## src/rtl/spmv_network_stage.sv

```systemverilog
// Registered SpMV reduction-network merge node: combines equal-row lane pairs and
// holds results in a two-entry (main + skid) output buffer so no ready path is combinational.
module spmv_network_stage #(
    parameter int LOCATION    = 3,
    parameter int PARALLELISM = 50,
    parameter int ID_WIDTH    = 16,
    parameter int VAL_WIDTH   = 32,
    parameter int OUT_WIDTH   = VAL_WIDTH + 1,
    parameter int SATURATE    = 0
) (
    input  logic                 clk,
    input  logic                 rst_n,
    input  logic                 in_a_valid,
    input  logic                 in_b_valid,
    input  logic [ID_WIDTH-1:0]  in_a_id,
    input  logic [ID_WIDTH-1:0]  in_b_id,
    input  logic [VAL_WIDTH-1:0] in_a_val,
    input  logic [VAL_WIDTH-1:0] in_b_val,
    output logic                 in_ready,
    output logic                 out_a_valid,
    output logic                 out_b_valid,
    output logic [ID_WIDTH-1:0]  out_a_id,
    output logic [ID_WIDTH-1:0]  out_b_id,
    output logic [OUT_WIDTH-1:0] out_a_val,
    output logic [OUT_WIDTH-1:0] out_b_val,
    input  logic                 out_ready,
    input  logic                 stat_clear,
    output logic [31:0]          merge_count
);

    localparam bit TOWARDS_CENTER = (2 * LOCATION > PARALLELISM);
    localparam int SUM_W          = OUT_WIDTH + 1;

    typedef struct packed {
        logic                 a_vld;
        logic [ID_WIDTH-1:0]  a_id;
        logic [OUT_WIDTH-1:0] a_val;
        logic                 b_vld;
        logic [ID_WIDTH-1:0]  b_id;
        logic [OUT_WIDTH-1:0] b_val;
    } beat_t;

    typedef enum logic [1:0] {EMPTY, MAIN, FULL} buf_state_t;

    function automatic logic [OUT_WIDTH-1:0] sext_out(input logic [VAL_WIDTH-1:0] v);
        return OUT_WIDTH'($signed(v));
    endfunction

    // The extra sum bit disagreeing with the output sign bit means the sum left the OUT_WIDTH range.
    function automatic logic [OUT_WIDTH-1:0] sat_sum(input logic [SUM_W-1:0] s);
        if (SATURATE != 0 && (s[SUM_W-1] != s[SUM_W-2]))
            return s[SUM_W-1] ? {1'b1, {(OUT_WIDTH-1){1'b0}}} : {1'b0, {(OUT_WIDTH-1){1'b1}}};
        return s[OUT_WIDTH-1:0];
    endfunction

    logic             merge_p0;
    logic [SUM_W-1:0] sum_p0;
    beat_t            beat_p0;
    beat_t            main_p1;
    beat_t            skid_p1;
    buf_state_t       state_p1;
    logic             accept;
    logic             transfer;
    logic [31:0]      merge_cnt;

    // Stage p0: merge decision and lane formatting on the incoming beat
    always_comb begin
        merge_p0      = in_a_valid & in_b_valid & (in_a_id == in_b_id);
        sum_p0        = SUM_W'($signed(in_a_val)) + SUM_W'($signed(in_b_val));
        beat_p0.a_vld = in_a_valid;
        beat_p0.a_id  = in_a_id;
        beat_p0.a_val = sext_out(in_a_val);
        beat_p0.b_vld = in_b_valid;
        beat_p0.b_id  = in_b_id;
        beat_p0.b_val = sext_out(in_b_val);
        if (merge_p0) begin
            if (TOWARDS_CENTER) begin
                beat_p0.a_val = sat_sum(sum_p0);
                beat_p0.b_vld = 1'b0;
                beat_p0.b_val = '0;
            end else begin
                beat_p0.b_val = sat_sum(sum_p0);
                beat_p0.a_vld = 1'b0;
                beat_p0.a_val = '0;
            end
        end
    end

    assign in_ready = rst_n & (state_p1 != FULL);
    assign accept   = (in_a_valid | in_b_valid) & in_ready;
    assign transfer = (main_p1.a_vld | main_p1.b_vld) & out_ready;

    // Stage p1: main/skid output buffer
    always_ff @(posedge clk or negedge rst_n) begin
        if (!rst_n) begin
            state_p1 <= EMPTY;
            main_p1  <= '0;
            skid_p1  <= '0;
        end else begin
            case (state_p1)
                EMPTY: begin
                    if (accept) begin
                        main_p1  <= beat_p0;
                        state_p1 <= MAIN;
                    end
                end
                MAIN: begin
                    if (accept && transfer) begin
                        main_p1 <= beat_p0;
                    end else if (accept) begin
                        skid_p1  <= beat_p0;
                        state_p1 <= FULL;
                    end else if (transfer) begin
                        main_p1.a_vld <= 1'b0;
                        main_p1.b_vld <= 1'b0;
                        state_p1      <= EMPTY;
                    end
                end
                FULL: begin
                    if (transfer) begin
                        main_p1  <= skid_p1;
                        state_p1 <= MAIN;
                    end
                end
                default: state_p1 <= EMPTY;
            endcase
        end
    end

    always_ff @(posedge clk or negedge rst_n) begin
        if (!rst_n)
            merge_cnt <= '0;
        else if (stat_clear)
            merge_cnt <= '0;
        else if (accept && merge_p0)
            merge_cnt <= merge_cnt + 32'd1;
    end

    assign merge_count = merge_cnt;
    assign out_a_valid = main_p1.a_vld;
    assign out_a_id    = main_p1.a_id;
    assign out_a_val   = main_p1.a_val;
    assign out_b_valid = main_p1.b_vld;
    assign out_b_id    = main_p1.b_id;
    assign out_b_val   = main_p1.b_val;

endmodule

```

## config.mk

```make
export PLATFORM = sky130hd
export DESIGN_NAME = spmv_network_stage
export DESIGN_NICKNAME = d
export VERILOG_FILES = /design/src/rtl/spmv_network_stage.sv
export SDC_FILE = /design/constraint.sdc
export NUM_CORES = 1
export LEC_CHECK = 0
export CAP_MARGIN = 30
export CORE_MARGIN = 5
export CORE_UTILIZATION = 40
export DETAILED_ROUTE_END_ITERATION = 6
export PLACE_DENSITY = 0.7
export SLEW_MARGIN = 20
export SYNTH_ARGS = -nofsm -noshare
export SYNTH_HDL_FRONTEND = slang
export SYNTH_SLANG_ARGS = --single-unit
```

## constraint.sdc

```tcl
create_clock -name clk -period 3.1 [get_ports clk]
set_clock_uncertainty 0.2 [all_clocks]
set_input_delay 0.62 -clock clk [delete_from_list [all_inputs] [get_ports clk]]
set_output_delay 0.62 -clock clk [all_outputs]
set_load 0.1 [all_outputs]
```

* Word level (Yosys, flattened, before mapping)
Cells that the tools add are included.
** Word-level totals
- Register bits after elaboration :: 234
- Bits in latches :: 0
- Bits in writable memories :: 0
- Bits in read-only memories :: 0
- Input port bits :: 102
- Output and inout port bits :: 133
- Logic and storage cells :: 64
- Memories :: 0
** Operators by class
- $add $sub $neg :: 2
- Multipliers :: 0
- Div/mod/pow operators :: 0
- $lt $le $gt $ge :: 0
- Eq/ne operators :: 11
- Shift-type cells :: 0
- Mux-type cells :: 20
- Bitwise gates (word level) :: 8
- Reductions and logical operators :: 9
** Operator list (number)
- one-hot mux 100 bit (3 select lines) :: 1
- two-way mux 100 bit :: 2
- two-way mux 49 bit :: 2
- two-way mux 33 bit :: 2
- two-way mux 32 bit :: 2
- adder 32 x 32 -> 33 bit :: 1
- adder 32 x 1 -> 32 bit, second input constant :: 1
- == test 16 bit :: 1
- two-way mux 2 bit :: 5
- != test 2 bit, second input constant :: 5
- != test 3 bit, second input constant :: 3
- AND reduction 4 bit :: 2
- one-hot mux 2 bit (3 select lines) :: 1
- bitwise AND 1 bit :: 5
- two-way mux 1 bit :: 5
- AND reduction 5 bit :: 1
- AND reduction 3 bit :: 1
- nonzero test 3 bit :: 1
- == test 2 x 1 -> 1 bit, second input constant :: 1
- == test 2 bit, second input constant :: 1
- logical AND 1 bit :: 2
- logical NOT 2 bit :: 1
- OR 1 bit :: 2
- nonzero test 2 bit :: 1
- inverter 1 bit :: 1

* Depth between registers and ports, before layout
- Word-level depth :: 6
- Depth in mapped cells :: 12
- Depth with buffers taken out :: 12

* Worst setup path after synthesis
Ideal clock, no wire load.
- Kind :: register to register
- Start :: register state_p1[0]
- End :: register main_p1, in the netlist out_a_id[0]
- Data arrival time :: 3858 ps
- Required time :: 2827 ps
- Setup slack :: -1030 ps
- Cell stages (with the launch flop) :: 12
- Path buffers :: 2
- Clock period less this slack :: 4130 ps
- Path through :: dfrtp_1 > inv_1 > ha_1 > nor2b_1 > o21ai_1 > nor2_1 > nand2_1 > o21ai_0 > clkbuf_1 > buf_1 > nor2_1 > nor2_1
** Between the ends
- Longest elaborated chain between the ends :: 6
- Elaborated cells between the ends (all ways) :: 13
- Those cells by class :: eq/ne: 6; mux: 1; bitwise: 2; reduce/logical: 4
** Ends and longest elaborated chain
- start, declared :: line 61 : buf_state_t state_p1;
- start signal, assigned :: line 96 : state_p1 <= EMPTY;
- start signal, assigned :: line 104 : state_p1 <= MAIN;
- start signal, assigned :: line 112 : state_p1 <= FULL;
- != test 2 bit (*) :: line 89 : assign in_ready = rst_n & (state_p1 != FULL);
- bitwise AND 1 bit (*) :: line 89
- named net in_ready :: line 19 : output logic in_ready,
- bitwise AND 1 bit (*) :: line 90 : assign accept = (in_a_valid | in_b_valid) & in_ready;
- logical AND 1 bit :: line 108 : if (accept && transfer) begin
- != test 2 bit (no line)
- AND reduction 4 bit (no line) (*)
- end signal, assigned :: line 103 : main_p1 <= beat_p0;
- end signal, assigned :: line 109 : main_p1 <= beat_p0;
- end signal, assigned :: line 121 : main_p1 <= skid_p1;
- end, declared :: line 59 : beat_t main_p1;
The timed path passes the listed nets; every way through them passes the cells marked *.
A chain may end at the register's enable or synchronous reset.

* Worst setup path after layout
- Start :: input in_a_val[1]
- End :: register main_p1, in the netlist out_b_val[19]
** Between the ends
- Longest elaborated chain between the ends :: 4
- Elaborated cells between the ends (all ways) :: 5
- Those cells by class :: add/sub: 1; mux: 4
** Ends and longest elaborated chain
- start, declared :: line 17 : input logic [VAL_WIDTH-1:0] in_a_val,
- adder 32 x 32 -> 33 bit (*) :: line 69 : sum_p0 = SUM_W'($signed(in_a_val)) + SUM_W'($signed(in_b_val));
- two-way mux 33 bit (*) :: line 76 : if (merge_p0) begin
- two-way mux 49 bit or two-way mux 100 bit (tied branches) :: line 108, 102
- one-hot mux 100 bit (3 select lines) (*) :: line 100 : case (state_p1)
Every way passes the cells marked *; elsewhere a longest branch is shown, timed or not. The select of a mux whose other input is x is not followed.

==> parameters.txt <==
Parameter                              Value

Finish
  Utilization of the core after routing ... 57.53%
  Layout area overhead ... 41.15%
  Number of nets in the layout ... 1,775
  Layout cell share with drive strength beyond 1 ... 29.69%

Floorplanning
  Vertical die dimension ... 184.3 µm
  Die X ... 184.3 µm
  Effective utilization at floorplan ... 40.76%
  FP Rows ... 63
  Area of the placeable core ... 29,800 µm²
  Top-level port count ... 235
  Die ar. ... 33,950 µm²

GRT
  Antenna violations before repair ... 1
  Wire length of the first global-routing pass ... 57,980 µm
  Met2 capacity usage during global routing ... 33.72%
  Global-route track usage on met1 ... 27.99%
  Layer carrying the most global-route usage ... met2
  Global-route usage over all layers ... 20.67%
  Vias in the first global route ... 11,113
  Global routing usage on met3 ... 4.125%
  Largest net degree at the start of global routing ... 139
  Overflow left after global routing ... 0

Drt
  Post-route DRC violation count ... 0
  Number of vias per cell ... 5.401
  Total number of vias ... 11,046
  Average detailed-routed wire length per instance ... 17.83 µm
  Total iterations of the first detailed-routing run ... 6
  Violation count after the first detailed-route iteration ... 605
  Aggregate routed wire length ... 36,450 µm
  Post-detailed-route count of antenna-violating nets ... 0

Clock network
  Clock latency on the worst-skew pair ... 0.53 ns
  Clk root buf ... sky130_fd_sc_hd__clkbuf_16
  TritonCTS Buffers ... 26
  Number of levels the H-tree was split into ... 1
  Sinks on the clock net ... 232
  Clock tree buffer depth ... 3
  CTS tree ... built
  CTS clk-pin slew, worst paths ... 0.06 ns

Timing
  Count of pins over their slew limit ... 0
  Tightest slew margin relative to the limit ... 46.03%
  Min cycle time layout ... 3.047 ns
  Maximum frequency from static timing analysis ... 328.1 MHz
  Final Hold Vio Count ... 0
  Setup violations, final ... 0
  Final critical-path share of the clock period ... 98.31%
  Transition time at the pin with the least slew margin ... 0.8095 ns

Setup path
  Kind of critical path ... in2reg
  Largest driver fanout on the critical path ... 3
  Type of origin of the critical path ... primary input
  Crit end category ... flop
  Required time of the critical path ... 3.30 ns
  Data arrival time of the critical path ... 3.25 ns

Run
  Number of violations of the max-capacitance limit ... 0

Yosys
  Share of flip-flops with an asynchronous set or reset ... 100.0%
  Nets in the synthesized netlist ... 1,407
  Synthesis warning total ... 0
  Compound-gate portion of the synthesized area ... 18.46%
  Cells after Synth ... 1,267
  Simple-gate portion of the synthesized area ... 15.51%
  Primary FF master, synth ... sky130_fd_sc_hd__dfrtp_1
  Post-synthesis xor/xnor area fraction ... 4.904%
  Number of distinct library cells after synthesis ... 64
  Sequential element share of the synthesized area ... 47.80%
  Post-synth EDFFs ... 0
  Area of the mapped netlist ... 12,150 µm²
  Multiplexer share of the synthesized area ... 5.965%
  Post-synthesis register bit count ... 232
  Mean instance size in the synthesized netlist ... 9.586 µm²
  Synthesized-area fraction occupied by adder cells ... 3.977%
  Dominant combinational cell family by area after synthesis ... compound AO/OA/AOI/OAI gates

Min path
  Hold Crit Class ... in2reg

Place
  Input/output buffers ... 234
  Placed wire-length estimate ... 25,940 µm
  Routability Congestion ... 0.8990

Power and ir drop
  Worst VDD drop ... 833.3 µV
  P per Cell Area ... 1055 nW/µm²
  Leakage ... 8.004 nW
  Total chip power ... 18.09 mW

Status
  Outcome ... complete, no violations
## critical path, stage by stage
cell	delay [ns]
sky130_fd_sc_hd__dlygate4sd2_1	0.26
sky130_fd_sc_hd__buf_4	0.15
sky130_fd_sc_hd__ha_4	0.25
sky130_fd_sc_hd__a211oi_4	0.29
sky130_fd_sc_hd__o21ai_2	0.12
sky130_fd_sc_hd__a221o_2	0.41
sky130_fd_sc_hd__a41oi_4	0.29
sky130_fd_sc_hd__buf_6	0.15
sky130_fd_sc_hd__o21ai_0	0.09
sky130_fd_sc_hd__xnor2_1	0.15
sky130_fd_sc_hd__o21ai_0	0.11
sky130_fd_sc_hd__a221oi_1	0.29
sky130_fd_sc_hd__nor2_1	0.07
## registers in the layout, summed over array words and instances, names as in the netlist
register / count
state_p1: 2
out_b_val: 33
out_a_valid: 1
merge_count: 32
out_a_val: 32
out_b_valid: 1
skid_p1: 99
out_a_id: 16
out_b_id: 16
## per-layer routing
| layer | vias up | part of all wire, % | routed length [µm] |
|---|---|---|---|
| li1 | 5258 | - | - |
| met5 | - | 0.036 | 13 |
| met3 | 61 | 6.1 | 2228 |
| met1 | 5439 | 43 | 15740 |
| met2 | 286 | 48 | 17440 |
| met4 | 2 | 2.8 | 1035 |
## metrics by stage
stage	hold slack (ns)	cell area (µm²)	worst slack, ns	TNS, ns	instances
after floorplan	0.1244	12160	0.01310	0	1267
after global placement	0.2553	15900	-0.7088	-27.14	1988
after detailed placement	0.2656	15900	-0.7877	-32.80	1988
after CTS	0.2782	16860	0.01175	0	2037
after global routing	0.2578	17140	-0.01627	-0.08434	2044
final	0.2363	17140	0.05253	0	2045
## power by group
| part | switching, mW | internal (mW) |
|---|---|---|
| combinational | 7.22 | 2.69 |
| clock | 1.25 | 1.88 |
| sequential | 0.736 | 4.31 |
| total | 9.21 | 8.88 |
## what timing repair did
item	CTS	global route
setup buffers	1	6
resized for setup	20	50
pin swaps	14	24
hold buffers	1	0
cloned	0	0
hold endpoints to repair	21	0
endpoints found under the setup margin	36	35
## layout make-up
class	instances	area (µm²)
inverters	20	75.07
diodes	1	2.502
clock buffers	37	763.2
repair buffers	425	3655
clock inverters	10	108.9
well taps	390	488.0
fillers	2611	12650
multi-input cells	930	6245
flip-flops and latches	232	5806
## worst paths after layout
kind / end / slack [ns] / from / cells past startpoint
max: out_b_val[19] / 0.05 / in_a_val[1] / 13
min: skid_p1[67] / 0.24 / in_a_val[17] / 3
max reg2reg: out_b_val[6] / 0.43 / state_p1[0] / 9
min reg2reg: skid_p1[26] / 0.27 / skid_p1[26] / 2
max in group asynchronous: out_b_val[12] / 1.12 / rst_n / 4
min in group asynchronous: skid_p1[72] / 0.49 / rst_n / 3
## cells by family (layout without fill, tap and decap cells)
family / count (synthesis) / in the layout
AO/OA/AOI/OAI: 337 / 337
XOR/XNOR: 68 / 68
adder cells (fa/ha/maj): 38 / 38
buffers and inverters: 105 / 492
flip-flops: 232 / 232
multiplexers: 65 / 65
other: 0 / 1
AND/OR/NAND/NOR: 422 / 422
## cell usage after synthesis, types with 3 or more instances
| cell | number | area share [%] |
|---|---|---|
| sky130_fd_sc_hd__mux2_2 | 59 | 5.5 |
| sky130_fd_sc_hd__clkbuf_1 | 72 | 2.2 |
| sky130_fd_sc_hd__xor2_1 | 44 | 3.2 |
| sky130_fd_sc_hd__nand2b_1 | 4 | 0.21 |
| sky130_fd_sc_hd__nand4_1 | 11 | 0.57 |
| sky130_fd_sc_hd__inv_1 | 20 | 0.62 |
| sky130_fd_sc_hd__o21ai_1 | 3 | 0.12 |
| sky130_fd_sc_hd__buf_2 | 7 | 0.29 |
| sky130_fd_sc_hd__nand3_1 | 16 | 0.66 |
| sky130_fd_sc_hd__ha_1 | 37 | 3.8 |
| sky130_fd_sc_hd__nor3_1 | 5 | 0.21 |
| sky130_fd_sc_hd__and3_1 | 16 | 0.82 |
| sky130_fd_sc_hd__mux2i_1 | 6 | 0.49 |
| sky130_fd_sc_hd__a32oi_1 | 33 | 2.4 |
| sky130_fd_sc_hd__o21bai_1 | 3 | 0.19 |
| sky130_fd_sc_hd__or3_1 | 8 | 0.41 |
| sky130_fd_sc_hd__nor2b_1 | 6 | 0.31 |
| sky130_fd_sc_hd__xnor2_1 | 24 | 1.7 |
| sky130_fd_sc_hd__nor4_4 | 3 | 0.53 |
| sky130_fd_sc_hd__nand2_1 | 182 | 5.6 |
| sky130_fd_sc_hd__a21o_1 | 16 | 0.99 |
| sky130_fd_sc_hd__a221oi_1 | 56 | 4.0 |
| sky130_fd_sc_hd__o21ai_0 | 133 | 5.5 |
| sky130_fd_sc_hd__o2111ai_1 | 4 | 0.29 |
| sky130_fd_sc_hd__o21a_1 | 8 | 0.49 |
| sky130_fd_sc_hd__dfrtp_1 | 232 | 48 |
| sky130_fd_sc_hd__buf_1 | 4 | 0.12 |
| sky130_fd_sc_hd__nor2_1 | 155 | 4.8 |
| sky130_fd_sc_hd__o211ai_1 | 5 | 0.31 |
| sky130_fd_sc_hd__a21oi_1 | 52 | 2.1 |
## layout by cell type (no fill, tap or decap), drive strengths merged, types with 37 or more instances in the layout
master,n
ha,37
clkbuf,39
o21ai,137
nor2,156
mux2,59
a221oi,56
buf,324
nand2,184
clkdlybuf4s50,87
a21oi,53
xor2,44
dfrtp,232
Power figures use the tool's default switching activity.
